--- src/rtl/booth_digit_accumulator.sv ---
// rtl/booth_digit_accumulator.sv - radix-4 Booth digit decoder and product accumulator
module booth_digit_accumulator #(
  parameter int WIDTH = 32
) (
  input  logic                 clk,
  input  logic                 rst,
  input  logic                 start,
  input  logic [WIDTH-1:0]     x,
  output logic                 busy,
  input  logic                 dig_valid,
  output logic                 dig_ready,
  input  logic [1:0]           dig_op,
  input  logic                 dig_neg,
  output logic                 res_valid,
  input  logic                 res_ready,
  output logic [2*WIDTH-1:0]   product,
  output logic                 err
);

  localparam int NDIG = WIDTH / 2;
  localparam int IDXW = (NDIG > 1) ? $clog2(NDIG) : 1;
  localparam int PW   = 2 * WIDTH;

  typedef enum logic [1:0] {IDLE, ACCUM, DONE} state_t;

  state_t            state, state_nxt;
  logic [IDXW-1:0]   idx;
  logic [PW-1:0]     acc;
  logic [WIDTH-1:0]  x_reg;
  logic              err_reg;
  logic              dig_fire;
  logic              last_dig;
  logic [PW-1:0]     m;
  logic [PW-1:0]     pp;
  logic [PW-1:0]     pp_shift;

  assign dig_fire = dig_valid && (state == ACCUM);
  assign last_dig = (idx == IDXW'(NDIG - 1));
  assign product  = acc;
  assign err      = err_reg;

  // Magnitude is built at full product width so 2X of the most negative X cannot overflow.
  always_comb begin
    m = '0;
    case (dig_op)
      2'b01:   m = {{WIDTH{x_reg[WIDTH-1]}}, x_reg};
      2'b11:   m = {{(WIDTH-1){x_reg[WIDTH-1]}}, x_reg, 1'b0};
      default: m = '0;
    endcase
    pp       = dig_neg ? (~m + PW'(1)) : m;
    pp_shift = pp << {idx, 1'b0};
  end

  always_ff @(posedge clk) begin
    if (rst) state <= IDLE;
    else     state <= state_nxt;
  end

  always_comb begin
    state_nxt = state;
    busy      = 1'b0;
    dig_ready = 1'b0;
    res_valid = 1'b0;
    case (state)
      IDLE: begin
        if (start) state_nxt = ACCUM;
      end
      ACCUM: begin
        busy      = 1'b1;
        dig_ready = 1'b1;
        if (dig_valid && last_dig) state_nxt = DONE;
      end
      DONE: begin
        busy      = 1'b1;
        res_valid = 1'b1;
        if (res_ready) state_nxt = IDLE;
      end
      default: state_nxt = IDLE;
    endcase
  end

  always_ff @(posedge clk) begin
    if (rst) begin
      idx     <= '0;
      acc     <= '0;
      x_reg   <= '0;
      err_reg <= 1'b0;
    end else if (state == IDLE && start) begin
      idx     <= '0;
      acc     <= '0;
      x_reg   <= x;
      err_reg <= 1'b0;
    end else if (dig_fire) begin
      idx <= idx + IDXW'(1);
      acc <= acc + pp_shift;
      if (dig_op == 2'b10) err_reg <= 1'b1;
    end
  end

endmodule

--- config.mk ---
export PLATFORM = sky130hd
export DESIGN_NAME = booth_digit_accumulator
export DESIGN_NICKNAME = d
export VERILOG_FILES = /design/src/rtl/booth_digit_accumulator.sv
export SDC_FILE = /design/constraint.sdc
export NUM_CORES = 1
export LEC_CHECK = 0
export ABC_AREA = 1
export CAP_MARGIN = 30
export CORE_ASPECT_RATIO = 0.6
export CORE_UTILIZATION = 35
export DETAILED_ROUTE_END_ITERATION = 10
export PLACE_DENSITY = 0.61
export SYNTH_ARGS = -nofsm -noshare
export SYNTH_HDL_FRONTEND = slang
export SYNTH_SLANG_ARGS = --single-unit
--- constraint.sdc ---
create_clock -name clk -period 5 [get_ports clk]
set_input_delay 0.5 -clock clk [delete_from_list [all_inputs] [get_ports clk]]
set_output_delay 0.5 -clock clk [all_outputs]
set_load 0.01 [all_outputs]
==> results of run 1 <==
-- cell type report --
type,count,area share
Multi-Input combinational cell,1708,0.501
Timing Repair Buffer,574,0.266
Sequential cell,103,0.117
Inverter,299,0.0640
Tap cell,459,0.0327
Clock buffer,9,0.0128
Clock inverter,7,0.00570
-- layout by cell type (no fill, tap or decap), drive strengths merged, types with 9 or more instances in the layout --
| cell type | Yosys | routed |
|---|---|---|
| xor2 | 29 | 29 |
| o21a | 10 | 10 |
| o21ai | 162 | 162 |
| clkbuf | 37 | 11 |
| xnor2 | 11 | 11 |
| nor3 | 11 | 11 |
| nand3 | 296 | 296 |
| nand2 | 558 | 558 |
| nor2 | 335 | 335 |
| a21o | 10 | 10 |
| clkdlybuf4s50 | 0 | 105 |
| nand4 | 20 | 20 |
| dfxtp | 103 | 103 |
| a21oi | 146 | 146 |
| inv | 298 | 301 |
| o211ai | 9 | 9 |
| ha | 70 | 70 |
| a31oi | 9 | 9 |
| buf | 47 | 467 |
-- what timing repair did --
| item | 4_1_cts | 5_1_grt |
|---|---|---|
| pin swaps | 4 | 4 |
| resized for setup | 25 | 37 |
| hold endpoints to repair | 0 | 0 |
| buffers inserted | 3 | 2 |
| endpoints found under the setup margin | 27 | 50 |
-- worst register-to-register path: cells and delay by family, from the launching register on --
kind,cells,cell delay (ns)
flops,1,0.36
buf+inv,6,0.68
simple gates,19,2.28
fa+ha+maj,1,0.31
compound gates,4,0.87
-- routing by layer --
layer | routed length [µm] | up-vias | part of all wire | GRT usage
met4 | 576 | 0 | 0.0093 | 0.0503
met1 | 32200 | 7464 | 0.52 | 0.557
met3 | 8590 | 32 | 0.14 | 0.140
met5 | 0 | - | 0 | 0
li1 | - | 8108 | - | -
met2 | 20300 | 719 | 0.33 | 0.411
-- path summary, 6_finish.rpt --
path	startpoint	endpoint	slack, ns	depth (start not counted)
setup reg to reg	x_reg[18]$_SDFFE_PP0P_	product[63]$_SDFFE_PP0P_	0.42	30
hold / removal	x_reg[25]$_SDFFE_PP0P_	x_reg[25]$_SDFFE_PP0P_	0.50	2
setup / recovery	dig_op[0]	product[48]$_SDFFE_PP0P_	0.32	30
hold reg to reg	x_reg[25]$_SDFFE_PP0P_	x_reg[25]$_SDFFE_PP0P_	0.50	2
-- cell families after synthesis --
| logic type | count (synthesis) |
|---|---|
| and+or+nand+nor | 1227 |
| buffers and inverters | 383 |
| AOI/OAI and AO/OA | 370 |
| DFF | 103 |
| adders and majority gates | 71 |
| xor gates and xnor gates | 40 |
-- per-stage QoR --
step                TNS, ns  total power (µW)  worst slack, ns  cell area [µm²]
floorplan                 0              3860             1.12            12200
global placement     -21.58              6710           -0.853            16900
detailed placement   -19.78              6730           -0.745            17000
CTS                 -0.0193              7650          -0.0193            17400
global route        -0.0128              8400          -0.0128            17600
finish                    0              7850            0.320            17600
-- where the power goes --
group	leakage, µW	total, µW	internal (µW)	switching [µW]
clock	0.000158	849	407	442
sequential	0.000839	1110	957	150
combinational	0.00815	5890	2460	3430
total	0.00915	7850	3830	4020
==> qor.txt, run 1 <==
================================================================================
Total congestion overflow                                                      0
Setup skew after layout                                                0.0197 ns
Floorplan die width                                                       243 µm
Post-detailed-routing wire length                                        61.7 mm
Largest driver fanout on the critical path                                    29
Clock insertion delay at the later pin of the skew report                0.40 ns
Simple logic cell fraction of the synthesized area                         0.436
Global-route wire length before repair                                   92.4 mm
DR pass1 iterations                                                            5
Dominant delay contributor by cell family on the critical path      simple AND/OR/NAND/NOR gates
Number of nets with antenna violations after detailed routing                  0
Cell at the root of the clock tree                                     clkbuf_16
Share of the clock period used by the worst path after layout              0.936
Row Count                                                                     52
Synthesized Nets                                                            2305
Number of hold-slack violations in the final timing report                     0
Number of antenna violations at the first check in global routing              1
Sequential cell area in the final layout                                2060 µm²
CTS H-tree depth                                                               3
Port Buf Inserts                                                             107
Combined global-route utilization of all metal layers                      0.347
Number of DRC markers after the initial detailed-route iteration            1740
Total via count after detailed routing                                     16300
Placer congestion estimate                                                  1.02
Synth async-reset ratio                                                        0
Die outline area                                                       35600 µm²
Worst Setup Start Kind                                                input port
Netlist Area Pre-Place                                                 12200 µm²
Instance count of the mapped netlist                                        2194
I/O pin count                                                                108
PD cells                                                              447 nW/µm²
Reported leakage power                                                0.00915 µW
Number of clock buffers inserted by TritonCTS                                  9
Number of filler cells placed in the layout                                 3629
Post-route DRC                                                                 0
Post-DP HPWL                                                             52.4 mm
Number of distinct library cells after synthesis                              45
Number of max-slew violations in the final report                              0
Fraction of synthesized cell area taken by the top area cell type          0.169
Critical Path Slowest Stage Cell                                            ha_1
Top area cells in the synthesized netlist                           dfxtp_1 17%, nand2_1 16%, nand3_1 11%
Clock Tree Buf Depth                                                           2
Tightest hold margin                                                    0.496 ns
Class of the most critical hold timing path                              reg2reg
Slew @ Worst Pin                                                        0.870 ns
Final net count                                                             2806
Effective utilization at floorplan                                         0.359
Data arrival time at the worst-slack endpoint                            4.98 ns
Avg Cell Area, Syn                                                      5.56 µm²
Post-route insts no fill                                                    3159
Vias in the first global route                                             15000
Endpoint kind of the worst setup timing path                            register
Cell count after placement                                                  3138
WP data required                                                         5.30 ns
Via density                                                                 5.17
CP Class                                                                  in2reg
Maximum Capacitance Violations                                                 0
Max Clk Rate                                                             214 MHz
Status                                                              complete, no violations
Max transition margin                                                      0.418
Number of warnings printed during yosys synthesis                              0
Time the worst path needs with I/O delays and setup                      4.68 ns
Maximum ir drop on the vdd rail                                         0.345 mV
Sequential-to-total area share from yosys stat                             0.169
Portion of netlist area occupied by mux cells                                  0
Avg WL per Cell                                                          19.5 µm
Highest cell delay on the worst timing path                              0.26 ns
Dominant combinational cell family by area after synthesis          simple AND/OR/NAND/NOR gates
WP buf/inv                                                                     7
Number of flip-flops under the largest register name                          64
Number of hold buffers added after cts                                         0
Cell with the most instances after synthesis                             nand2_1
Clock Sink Count                                                             103
Compound-Gate Fraction of Synth Area                                       0.166
Cell type with the largest total area after synthesis                    dfxtp_1
Share of the core filled with cells                                        0.516
Area of the core region                                                34000 µm²
Layout cells sized above 1                                                 0.229
Die height                                                                147 µm
Area used by multi-input combinational logic                            8800 µm²
Largest net degree at the start of global routing                             50
Fraction of the mapped netlist area in adder cells                        0.0734
Leading cell types by count after synthesis                         529 x nand2_1, 320 x nor2_1, 285 x inv_1
Count of flip-flops with a built-in enable after synthesis                     0
Post-synthesis to final-layout area growth                                 43.9%
Clk slew on worst S/H paths                                              0.09 ns
Number of synthesized register bits                                          103
Xor and xnor area share after synthesis                                   0.0287
Commonest register cell after synthesis                                  dfxtp_1
CTS tree                                                                   built
Antenna diode instance count                                                   0
Number of endpoints failing setup at the final stage                           0
================================================================================
No activity file was read; power rests on OpenSTA's default activity.
==> run 2, diff against run 1 <==
--- a/config.mk
+++ b/config.mk
@@ -9,6 +9,7 @@
 export CAP_MARGIN = 30
 export CORE_ASPECT_RATIO = 0.6
 export CORE_UTILIZATION = 35
+export CTS_CLUSTER_DIAMETER = 50
 export DETAILED_ROUTE_END_ITERATION = 10
 export PLACE_DENSITY = 0.61
 export SYNTH_ARGS = -nofsm -noshare
==> results of run 2 <==
Final layout, timing and power as in run 1 (identical DEF).
